$ cat src/rtl/parity_tx_pkg.sv
// Shared types and line levels for the parity serial transmitter.
package parity_tx_pkg;

    typedef enum logic [2:0] {
        IDLE,
        START,
        DATA,
        PARITY,
        STOP
    } tx_state_e;

    localparam logic LINE_IDLE  = 1'b1;
    localparam logic LINE_START = 1'b0;
    localparam logic LINE_STOP  = 1'b1;

endpackage

$ cat src/rtl/bit_tick_counter.sv
// Down-counter producing a one-cycle strobe on the last cycle of each serial bit.
module bit_tick_counter #(
    parameter int CLKS_PER_BIT = 16
) (
    input  logic clk,
    input  logic rst_n,
    input  logic load_i,
    output logic tick_o
);
    localparam int CW = (CLKS_PER_BIT > 1) ? $clog2(CLKS_PER_BIT) : 1;
    localparam logic [CW-1:0] RELOAD = CW'(CLKS_PER_BIT - 1);

    logic [CW-1:0] cnt_q, cnt_d;

    // Reloads itself on expiry, so every bit after the first is timed without an explicit load.
    always_comb begin
        cnt_d = cnt_q - 1'b1;
        if (load_i || cnt_q == '0) cnt_d = RELOAD;
    end

    always_ff @(posedge clk or negedge rst_n) begin
        if (!rst_n) cnt_q <= '0;
        else        cnt_q <= cnt_d;
    end

    assign tick_o = (cnt_q == '0);

endmodule

$ cat src/rtl/parity_serial_tx.sv
// Serial transmitter: start bit, WIDTH data bits LSB first, parity bit, stop bit.
// Define PARITY_TX_TWO_STOP_EN to send two stop bits.
module parity_serial_tx
    import parity_tx_pkg::*;
#(
    parameter int WIDTH        = 8,
    parameter int CLKS_PER_BIT = 16
) (
    input  logic             clk,
    input  logic             rst_n,
    input  logic [WIDTH-1:0] data_in,
    input  logic             parity_type,
    input  logic             in_valid,
    output logic             in_ready,
    output logic             tx_out,
    output logic             busy,
    output logic             done
);
    localparam int IW = $clog2(WIDTH);
    localparam logic [IW-1:0] LAST_IDX = IW'(WIDTH - 1);

    tx_state_e        state_q, state_d;
    logic [WIDTH-1:0] shift_q, shift_d;
    logic [IW-1:0]    idx_q, idx_d;
    logic             par_q, par_d;
    logic             tx_q, tx_d;
    logic             tick;
    logic             idle;

    assign idle = (state_q == IDLE);

    bit_tick_counter #(.CLKS_PER_BIT(CLKS_PER_BIT)) u_tick (
        .clk    (clk),
        .rst_n  (rst_n),
        .load_i (idle),
        .tick_o (tick)
    );

`ifdef PARITY_TX_TWO_STOP_EN
    logic stop2_q, stop2_d;
`endif

    always_comb begin
        state_d = state_q;
        shift_d = shift_q;
        idx_d   = idx_q;
        par_d   = par_q;
        done    = 1'b0;
`ifdef PARITY_TX_TWO_STOP_EN
        stop2_d = stop2_q;
`endif
        case (state_q)
            IDLE: begin
                if (in_valid) begin
                    shift_d = data_in;
                    par_d   = (^data_in) ^ parity_type;
                    idx_d   = '0;
                    state_d = START;
`ifdef PARITY_TX_TWO_STOP_EN
                    stop2_d = 1'b0;
`endif
                end
            end
            START: if (tick) state_d = DATA;
            DATA: begin
                if (tick) begin
                    if (idx_q == LAST_IDX) begin
                        state_d = PARITY;
                    end else begin
                        idx_d   = idx_q + 1'b1;
                        shift_d = shift_q >> 1;
                    end
                end
            end
            PARITY: if (tick) state_d = STOP;
            STOP: begin
                if (tick) begin
`ifdef PARITY_TX_TWO_STOP_EN
                    if (!stop2_q) begin
                        stop2_d = 1'b1;
                    end else begin
                        done    = 1'b1;
                        state_d = IDLE;
                    end
`else
                    done    = 1'b1;
                    state_d = IDLE;
`endif
                end
            end
            default: state_d = IDLE;
        endcase

        // Line level follows the next state so tx_q lines up with state_q.
        case (state_d)
            START:   tx_d = LINE_START;
            DATA:    tx_d = shift_d[0];
            PARITY:  tx_d = par_d;
            STOP:    tx_d = LINE_STOP;
            default: tx_d = LINE_IDLE;
        endcase
    end

    always_ff @(posedge clk or negedge rst_n) begin
        if (!rst_n) begin
            state_q <= IDLE;
            shift_q <= '0;
            idx_q   <= '0;
            par_q   <= 1'b0;
            tx_q    <= LINE_IDLE;
`ifdef PARITY_TX_TWO_STOP_EN
            stop2_q <= 1'b0;
`endif
        end else begin
            state_q <= state_d;
            shift_q <= shift_d;
            idx_q   <= idx_d;
            par_q   <= par_d;
            tx_q    <= tx_d;
`ifdef PARITY_TX_TWO_STOP_EN
            stop2_q <= stop2_d;
`endif
        end
    end

    assign tx_out   = tx_q;
    assign in_ready = idle;
    assign busy     = !idle;

endmodule

$ cat config.mk
export PLATFORM = sky130hd
export DESIGN_NAME = parity_serial_tx
export DESIGN_NICKNAME = d
export VERILOG_FILES = /design/src/rtl/parity_tx_pkg.sv /design/src/rtl/bit_tick_counter.sv /design/src/rtl/parity_serial_tx.sv
export SDC_FILE = /design/constraint.sdc
export NUM_CORES = 1
export LEC_CHECK = 0
export CORE_MARGIN = 4
export CORE_UTILIZATION = 30
export CTS_BUF_LIST = sky130_fd_sc_hd__clkbuf_4 sky130_fd_sc_hd__clkbuf_8
export DETAILED_ROUTE_END_ITERATION = 8
export MAX_ROUTING_LAYER = met4
export PLACE_DENSITY = 0.51
export SYNTH_ARGS = -nofsm -noshare
export SYNTH_HDL_FRONTEND = slang
export SYNTH_HIERARCHICAL = 1
export SYNTH_SLANG_ARGS = --single-unit
$ cat constraint.sdc
create_clock -name clk -period 2 [get_ports clk]
set_input_delay 0.3 -clock clk [delete_from_list [all_inputs] [get_ports clk]]
set_output_delay 0.3 -clock clk [all_outputs]
set_load 0.005 [all_outputs]
# == After elaboration in Yosys (flattened, before gate mapping) ==
# Index checks and enable logic that the tools add are counted.
# word_totals
input_bits,12
elab_cells,49
register_bits,20
out_inout_bits,4
# classes
n_reduce_logical,7
bitwise,1
n_addsub,2
muxes,21
n_eq_ne,11
# ops
operator,n
$mux 3,9
$mux 8,3
$pmux 8 s2,1
$pmux 3 s5,1
$eq 3x2->1 const B,4
$reduce_xor 8->1,1
$eq 3x1->1 const B,2
$eq 3x3->1 const B,2
$ne 2x2->1 const B,3
$pmux 3 s2,1
$logic_not 4->1,1
$mux 1,4
$mux 4,1
$reduce_and 4->1,1
$sub 4x1->4 const B,1
$add 3x1->3 const B,1
$logic_not 3->1,1
$pmux 1 s3,1
$reduce_bool 2->1,1
$logic_not 1->1,1
$logic_or 1x1->1,1
$xor 1x1->1,1

# == Longest topological paths before layout ==
# Gate-level depths: netlist of run 1.
# depth
word_depth,6
ltp_mapped,8
ltp_nobuf,7

# == Cells and area by module ==
# Netlist of run 1, hierarchy kept.
# modules_own_cells
module,area_per_inst_um2,n_inst,seq_area_each_um2,cells_each
parity_serial_tx,847.1,1,401.6,82
bit_tick_counter,185.2,1,100.1,16

# == Worst setup path before layout of run 1 ==
# Ideal clock, no wire load.
# synth_timing
kind,reg-to-reg
from,register u_tick.cnt_q[0]
to,register tx_q (netlist: tx_out)
setup_slack_ns,0.172
stages_incl_launch_ff,8
required_time_ns,1.922
arrival_ns,1.750
setup_ns,0.078
synth_period_minus_slack_ns,1.828
path_cell_list,dfrtp_1 inv_1 ha_1 nor3b_1 clkbuf_1 a31oi_1 a221o_2 a2bb2oi_2
# synth_via
word_cells_on_any_way,12
classes_between,eq/ne (3); mux (8); reduce/logical (1)
# synth_rtl
element,line,rtl
from (decl),bit_tick_counter.sv:13,"logic [CW-1:0] cnt_q, cnt_d;"
from (signal assigned),bit_tick_counter.sv:23,else cnt_q <= cnt_d;
$logic_not 4->1,bit_tick_counter.sv:26,assign tick_o = (cnt_q == '0);
named net tick,parity_serial_tx.sv:27,logic tick;
$mux 8,parity_serial_tx.sv:66,if (tick) begin
$pmux 8 s2,parity_serial_tx.sv:52,case (state_q)
named net shift_d[0],parity_serial_tx.sv:23,"logic [WIDTH-1:0] shift_q, shift_d;"
$pmux 1 s3,parity_serial_tx.sv:95,case (state_d)
named net tx_d,parity_serial_tx.sv:26,"logic tx_q, tx_d;"
to (signal assigned),parity_serial_tx.sv:119,tx_q <= tx_d;
to (decl),parity_serial_tx.sv:26,
# The timed path passes the listed nets, and every way through them passes these cells. The select of a mux whose other input is x is not followed.
# A chain may end at the register's enable or synchronous reset.

# == Worst setup path after layout of run 1 ==
# layout_timing
from,register state_q[2]
to,output in_ready
# layout_via
elab_chain_len,1
# layout_rtl
element,line,rtl
from (decl),parity_serial_tx.sv:22,"tx_state_e state_q, state_d;"
from (signal assigned),parity_serial_tx.sv:115,state_q <= state_d;
$logic_not 3->1,parity_serial_tx.sv:30,assign idle = (state_q == IDLE);
to (decl),parity_serial_tx.sv:14,"output logic in_ready,"
# Every way passes these cells.

==> flow_summary_export.csv, run 1 <==
group,metric,value,unit
outcome,status,"completed",
pwr,combPwrFrac,44.9,%
pwr,power_frac_clock,13.0,%
timing,fin_skew,1.22,ps
floorplan,io_pins,16,
critical_path,start_kind,"register",
critical_path,end_kind,"output pin",
critical_path,critPathRequiredTime,1700,ps
pwr,p_leak,0.628,nW
synth,synth_area_leaders,"dfrtp_1 (46%), nand2_1 (6.5%), xnor2_1 (5.1%)",
synth,yosysWarnings,6,
finish,insertedDiodeCount,0,
detailed_routing,vias,791,
clock_network,numCtsBuffers,3,
pwr,switching_share,33.9,%
min_path,hold_path_class,"input port to asynchronous set/reset pin",
floorplan,fp.dieArea,4440,um2
finish,nFillCells,346,
global_routing,grt_pass1_vias,826,
global_routing,grt.overflow.total,0,
synth,syn_area,1030,um2
clock_network,path_clk_slew,110,ps
critical_path,r2r-start,"u_tick/cnt_q[1]",
floorplan,start_util,30.9,%
finish,layout-drive-gt1-share,26.4,%
floorplan,core,3340,um2
pwr,ir_drop,0.579,mV
global_routing,grt_max_degree,21,
synth,yosysSeqAreaShare,48.6,%
pwr,internal_power,1.10,mW
floorplan,die_w,66.7,um
timing,min_period_over_period,96.6,%
pwr,power_density,1200,nW/um2
critical_path,r2r_cells,8,
pwr,p_sw,0.562,mW
clock_network,cts_tree,"done",
placement,hpwlAfterDp,1500,um
critical_path,r2r_setup_slack,160,ps
timing,finalSetupTns,0,ps
clock_network,cts-root-buf,"clkbuf_4",
detailed_routing,wirelength,2260,um
detailed_routing,drc,0,
detailed_routing,dr.first_iter.drc_count,45,
synth,syn-num-nets,113,
critical_path,worstReg2RegEnd,"tx_out",
detailed_routing,vias_per_cell,4.63,
synth,netlist_instances,98,
critical_path,critPathMaxStageDelay,490,ps
critical_path,critPathMaxFanout,2,
timing,worst_pin_slew,428,ps
placement,gp_congestion,0.695,
detailed_routing,ant_nets,0,
timing,drv_slew,0,
critical_path,crit_type,"register to output pin",
global_routing,antenna_found_initial,0,
global_routing,grt_usage,11.6,%
finish,fin_nets,141,
floorplan,rows,21,
timing,max_slew_margin,71.1,%
synth,synth_top_area_cell,"dfrtp_1",
detailed_routing,first_pass_iters,4,
timing,rsz0062_at_grt,"no",
placement,placed_area,1270,um2
clock_network,htreeDepth,1,
run,cap_violations,0,
clock_network,clk_path_buf_depth,2,
clock_network,cts.sinks,20,
synth,ys_seq_elements,20,
timing,max_freq,517,MHz
floorplan,die_h,66.7,um
clock_network,clock_latency,300,ps
placement,port_buffers,15,
finish,final_cell_area,1390,um2
critical_path,critPathArrivalTime,1630,ps
clock_network,cts_hold_buf,0,
critical_path,slowest_stage,"clkdlybuf4s50_1",
detailed_routing,wire_per_inst,13.2,um
global_routing,grt_pass1_wl,3770,um
timing,setup_viol,0,
synth,synth.distinct_cells,36,
finish,syn_to_final_growth,34.2,%
timing,period_needed,1930,ps
timing,hold_violations,0,
synth,synth.avg_cell_area,10.5,um2
pwr,power_frac_seq,42.2,%
synth,synth_top_area_share,46.1,%
critical_path,worstPathCellList,"or3_4 > inv_2 > clkdlybuf4s50_1",
Yosys cell counts (all sizes together):
cell	instances
xor2	1
nor3b	2
a21oi	2
or3b	1
dfstp	1
a31oi	1
ha	3
inv	5
a221o	2
nor4b	1
and2	1
o21ai	3
a2bb2oi	1
nand3b	2
o21bai	1
a22o	1
a21bo	1
nor2	2
mux2	2
and3	3
or3	3
buf	3
xnor3	1
nor2b	1
clkbuf	2
dfrtp	19
nand4b	1
o31ai	1
nand2b	1
xnor2	6
a22oi	6
nand2	18
critical path: cells and delay by family, from the launching register on:
family,cells,cell delay [ps]
buf+inv,2,550
flops,1,400
simple gates,1,390
power groups by stage:
| stage | clock [mW] | sequential, mW | combinational (mW) |
|---|---|---|---|
| global route | 0.248 | 0.723 | 0.827 |
| floorplan | 0 | 0.673 | 0.426 |
| detailed placement | 0 | 0.701 | 0.598 |
| finish | 0.215 | 0.699 | 0.744 |
| global placement | 0 | 0.697 | 0.586 |
| CTS | 0.225 | 0.682 | 0.664 |
placed cells by master, fill, tap and decap left out, types with 2 or more instances in the layout:
| master | n |
|---|---|
| a22oi_1 | 6 |
| and3_1 | 3 |
| buf_4 | 13 |
| clkbuf_4 | 4 |
| clkdlybuf4s50_1 | 14 |
| dfrtp_1 | 18 |
| ha_1 | 2 |
| inv_1 | 2 |
| inv_2 | 3 |
| mux2_2 | 2 |
| nand2_1 | 18 |
| nand3b_1 | 2 |
| nor2_1 | 2 |
| o21ai_1 | 2 |
| or3_1 | 2 |
| xnor2_1 | 6 |
cells by family (layout without fill, tap and decap cells):
group	count (synthesis)	after routing	share of synthesized area (%)
xor gates and xnor gates	8	8	8.12
muxes	2	2	2.18
AOI/OAI and AO/OA	19	19	14.2
buffers and inverters	10	37	4.61
and+or+nand+nor	36	36	18.7
DFF	20	20	48.6
adders and majority gates	3	3	3.64
registers in the layout, indices dropped and copies added, names as in the netlist:
register	count
tx_out	1
u_tick/cnt_q	4
par_q	1
state_q	3
shift_q	8
idx_q	3
cell type report:
class                   count  area (um2)  share of cell area, %
repair buffers             28         246                   17.8
flip-flops and latches     20         503                   36.3
well taps                  46        57.6                   4.16
multi-input cells          68         529                   38.2
clock buffers               4        30.0                   2.17
inverters                   5        18.8                   1.36
metal layers:
layer | share of wire [%] | routed length [um] | GRT usage [%]
met1 | 46 | 1050 | 13.1
met2 | 50 | 1130 | 20.3
met3 | 3.1 | 71 | 4.05
met4 | 0.57 | 13 | 1.52
met5 | 0 | 0 | -
worst max path at each step:
stage                          startpoint        to  slack [ps]  cells after the start
after CTS                 u_tick/cnt_q[0]    tx_out          20                     10
after detailed placement  u_tick/cnt_q[0]      done          50                      6
after global placement    u_tick/cnt_q[0]      done          90                      6
final                          state_q[2]  in_ready          70                      3
after global routing           state_q[2]  in_ready           2                      3
after floorplan           u_tick/cnt_q[0]    tx_out         170                      7
stage by stage:
step | std cells | power (mW) | hold WS (ps) | setup slack [ps] | util, %
after floorplan | 98 | 1.10 | 4.41 | 172 | -
after global placement | 162 | 1.28 | 459 | 92.4 | 38.1
after detailed placement | 162 | 1.30 | 464 | 49.8 | 38.1
after CTS | 170 | 1.57 | 330 | 18.7 | 40.1
after global routing | 171 | 1.80 | 318 | 1.93 | 41.5
final | 171 | 1.66 | 327 | 67.3 | 41.5
timing repair:
item,4_1_cts,5_1_grt
buffers inserted,4,2
resized for setup,5,8
endpoints found under the setup margin,2,5
pin swaps,0,5
Note: power is estimated with default switching activity, not from simulation.
==> run 2: changes to the inputs <==
SKIP_CTS_REPAIR_TIMING = 1   (was default)
SLEW_MARGIN = 20   (was default)
==> run 2 against run 1 <==
Against the previous run:
- critical path depth is 1 lower
- final cell count is 0.58% lower
- highest routed layer unchanged
- utilization fell by 0.56 points
- critical path type unchanged
- first-iteration DRC count fell by 29%
- clock skew rose by 3.3 ps
- flip-flop and latch count unchanged
- clock-buffer cell count is the same
- global-route usage decreased by 0.47 points
- final area is 1.4% lower
==> flow_summary_export.csv, run 2 (synthesis gave the netlist of run 1 again) <==
group,metric,value,unit
timing,period_needed,1850,ps
finish,fin_util,40.9,%
outcome,status,"completed",
timing,max_slew_margin,71.0,%
pwr,ir_drop,0.575,mV
critical_path,critPathMaxFanout,4,
detailed_routing,wire_per_inst,12.7,um
critical_path,r2r-start,"u_tick/cnt_q[0]",
pwr,p_leak,0.650,nW
critical_path,critPathRequiredTime,1700,ps
timing,hold_violations,0,
clock_network,clock_latency,300,ps
global_routing,use_met3,4.05,%
floorplan,fp.dieArea,4440,um2
timing,setup_viol,0,
critical_path,r2r_cells,9,
global_routing,grt_usage,11.1,%
critical_path,slowest_stage,"clkdlybuf4s50_1",
timing,fin_skew,4.47,ps
floorplan,die_w,66.7,um
critical_path,critPathMaxStageDelay,460,ps
timing,worst_pin_slew,428,ps
placement,preCtsSetupSlack,49.8,ps
timing,drv_slew,0,
detailed_routing,vias_per_cell,4.64,
finish,largest_reg_flops,8,
timing,hold_ws,330,ps
floorplan,core,3340,um2
timing,worst_slack,146,ps
global_routing,grt_util_met1,13.1,%
min_path,hold_path_class,"input port to asynchronous set/reset pin",
run,cap_violations,0,
finish,regMostFlops,"shift_q",
detailed_routing,ant_nets,0,
critical_path,end_kind,"output pin",
global_routing,antenna_found_initial,0,
floorplan,die_h,66.7,um
timing,min_period_over_period,92.7,%
detailed_routing,wirelength,2150,um
placement,gp_congestion,0.695,
detailed_routing,vias,788,
pwr,p_total,1.62,mW
clock_network,cts.sinks,20,
critical_path,crit_type,"register to output pin",
finish,nFillCells,347,
finish,largest_registers,"shift_q (8), u_tick/cnt_q (4)",
finish,insertedDiodeCount,0,
global_routing,grt.overflow.total,0,
finish,layout-drive-gt1-share,24.2,%
finish,final_cell_mix,"nand2_1 (18), dfrtp_1 (18), clkdlybuf4s50_1 (13)",
finish,final_cell_area,1370,um2
finish,syn_to_final_growth,32.4,%
placement,hpwlAfterDp,1500,um
placement,port_buffers,15,
clock_network,htreeDepth,1,
clock_network,cts-root-buf,"clkbuf_4",
detailed_routing,drc,0,
floorplan,io_pins,16,
floorplan,start_util,30.9,%
critical_path,r2r_setup_slack,160,ps
timing,rsz0062_at_grt,"no",
detailed_routing,first_pass_iters,4,
clock_network,clk_path_buf_depth,2,
clock_network,path_clk_slew,110,ps
critical_path,critPathArrivalTime,1550,ps
clock_network,cts_tree,"done",
pwr,power_density,1190,nW/um2
placement,dp.cells,162,
timing,finalSetupTns,0,ps
global_routing,busiest_layer,"met2",
finish,fin_nets,140,
critical_path,worstReg2RegEnd,"tx_out",
clock_network,numCtsBuffers,3,
global_routing,grtUsageMet2,18.7,%
global_routing,grt_max_degree,21,
timing,max_freq,539,MHz
critical_path,worstPathCellList,"or3_4 > clkdlybuf4s50_1",
global_routing,grt_pass1_vias,785,
finish,finalNonFillerCells,170,
placement,placed_area,1270,um2
critical_path,crit_family,"buffers and inverters",
global_routing,grt_pass1_wl,3620,um
critical_path,start_kind,"register",
detailed_routing,dr.first_iter.drc_count,32,
critical_path,timing.critical_path.buf_inv,1,
floorplan,rows,21,
==> run 2: cell count changes in the layout (fill, tap and decap cells not counted) <==
cell             delta
clkdlybuf4s50_1     -1
o31ai_4             -1
dlymetal6s2s_1      +2
a21oi_1             +1
a21oi_2             -1
dlygate4sd2_1       -1
o31ai_1             +1
buf_4               -1
==> run 2: layout make-up <==
class / instances / area (um2) / share of cell area (%)
Multi-Input combinational cell: 68 / 512 / 37.5
Sequential cell: 20 / 503 / 36.8
Timing Repair Buffer: 27 / 245 / 17.9
Tap cell: 46 / 57.6 / 4.21
Clock buffer: 4 / 30.0 / 2.20
Inverter: 5 / 18.8 / 1.37
==> run 2: where the power goes <==
group          internal [mW]  switching (mW)
Clock                 0.0912           0.122
Combinational          0.405           0.308
Sequential             0.585           0.113
Total                   1.08           0.543
==> run 2: layer usage <==
| layer | wire [um] | part of all wire [%] |
|---|---|---|
| met1 | 1010 | 47 |
| met2 | 1050 | 49 |
| met3 | 74 | 3.4 |
| met4 | 13 | 0.60 |
| met5 | 0 | 0 |
==> run 2: worst max-delay path by stage <==
stage               startpoint  endpoint  slack [ps]  depth (start not counted)
6_report            state_q[1]      busy         150                          2
5_1_grt        u_tick/cnt_q[0]    tx_out           1                          9
4_1_cts        u_tick/cnt_q[0]      done        -300                          6
3_5_place_dp   u_tick/cnt_q[0]      done          50                          6
3_3_place_gp   u_tick/cnt_q[0]      done          90                          6
2_1_floorplan  u_tick/cnt_q[0]    tx_out         170                          7
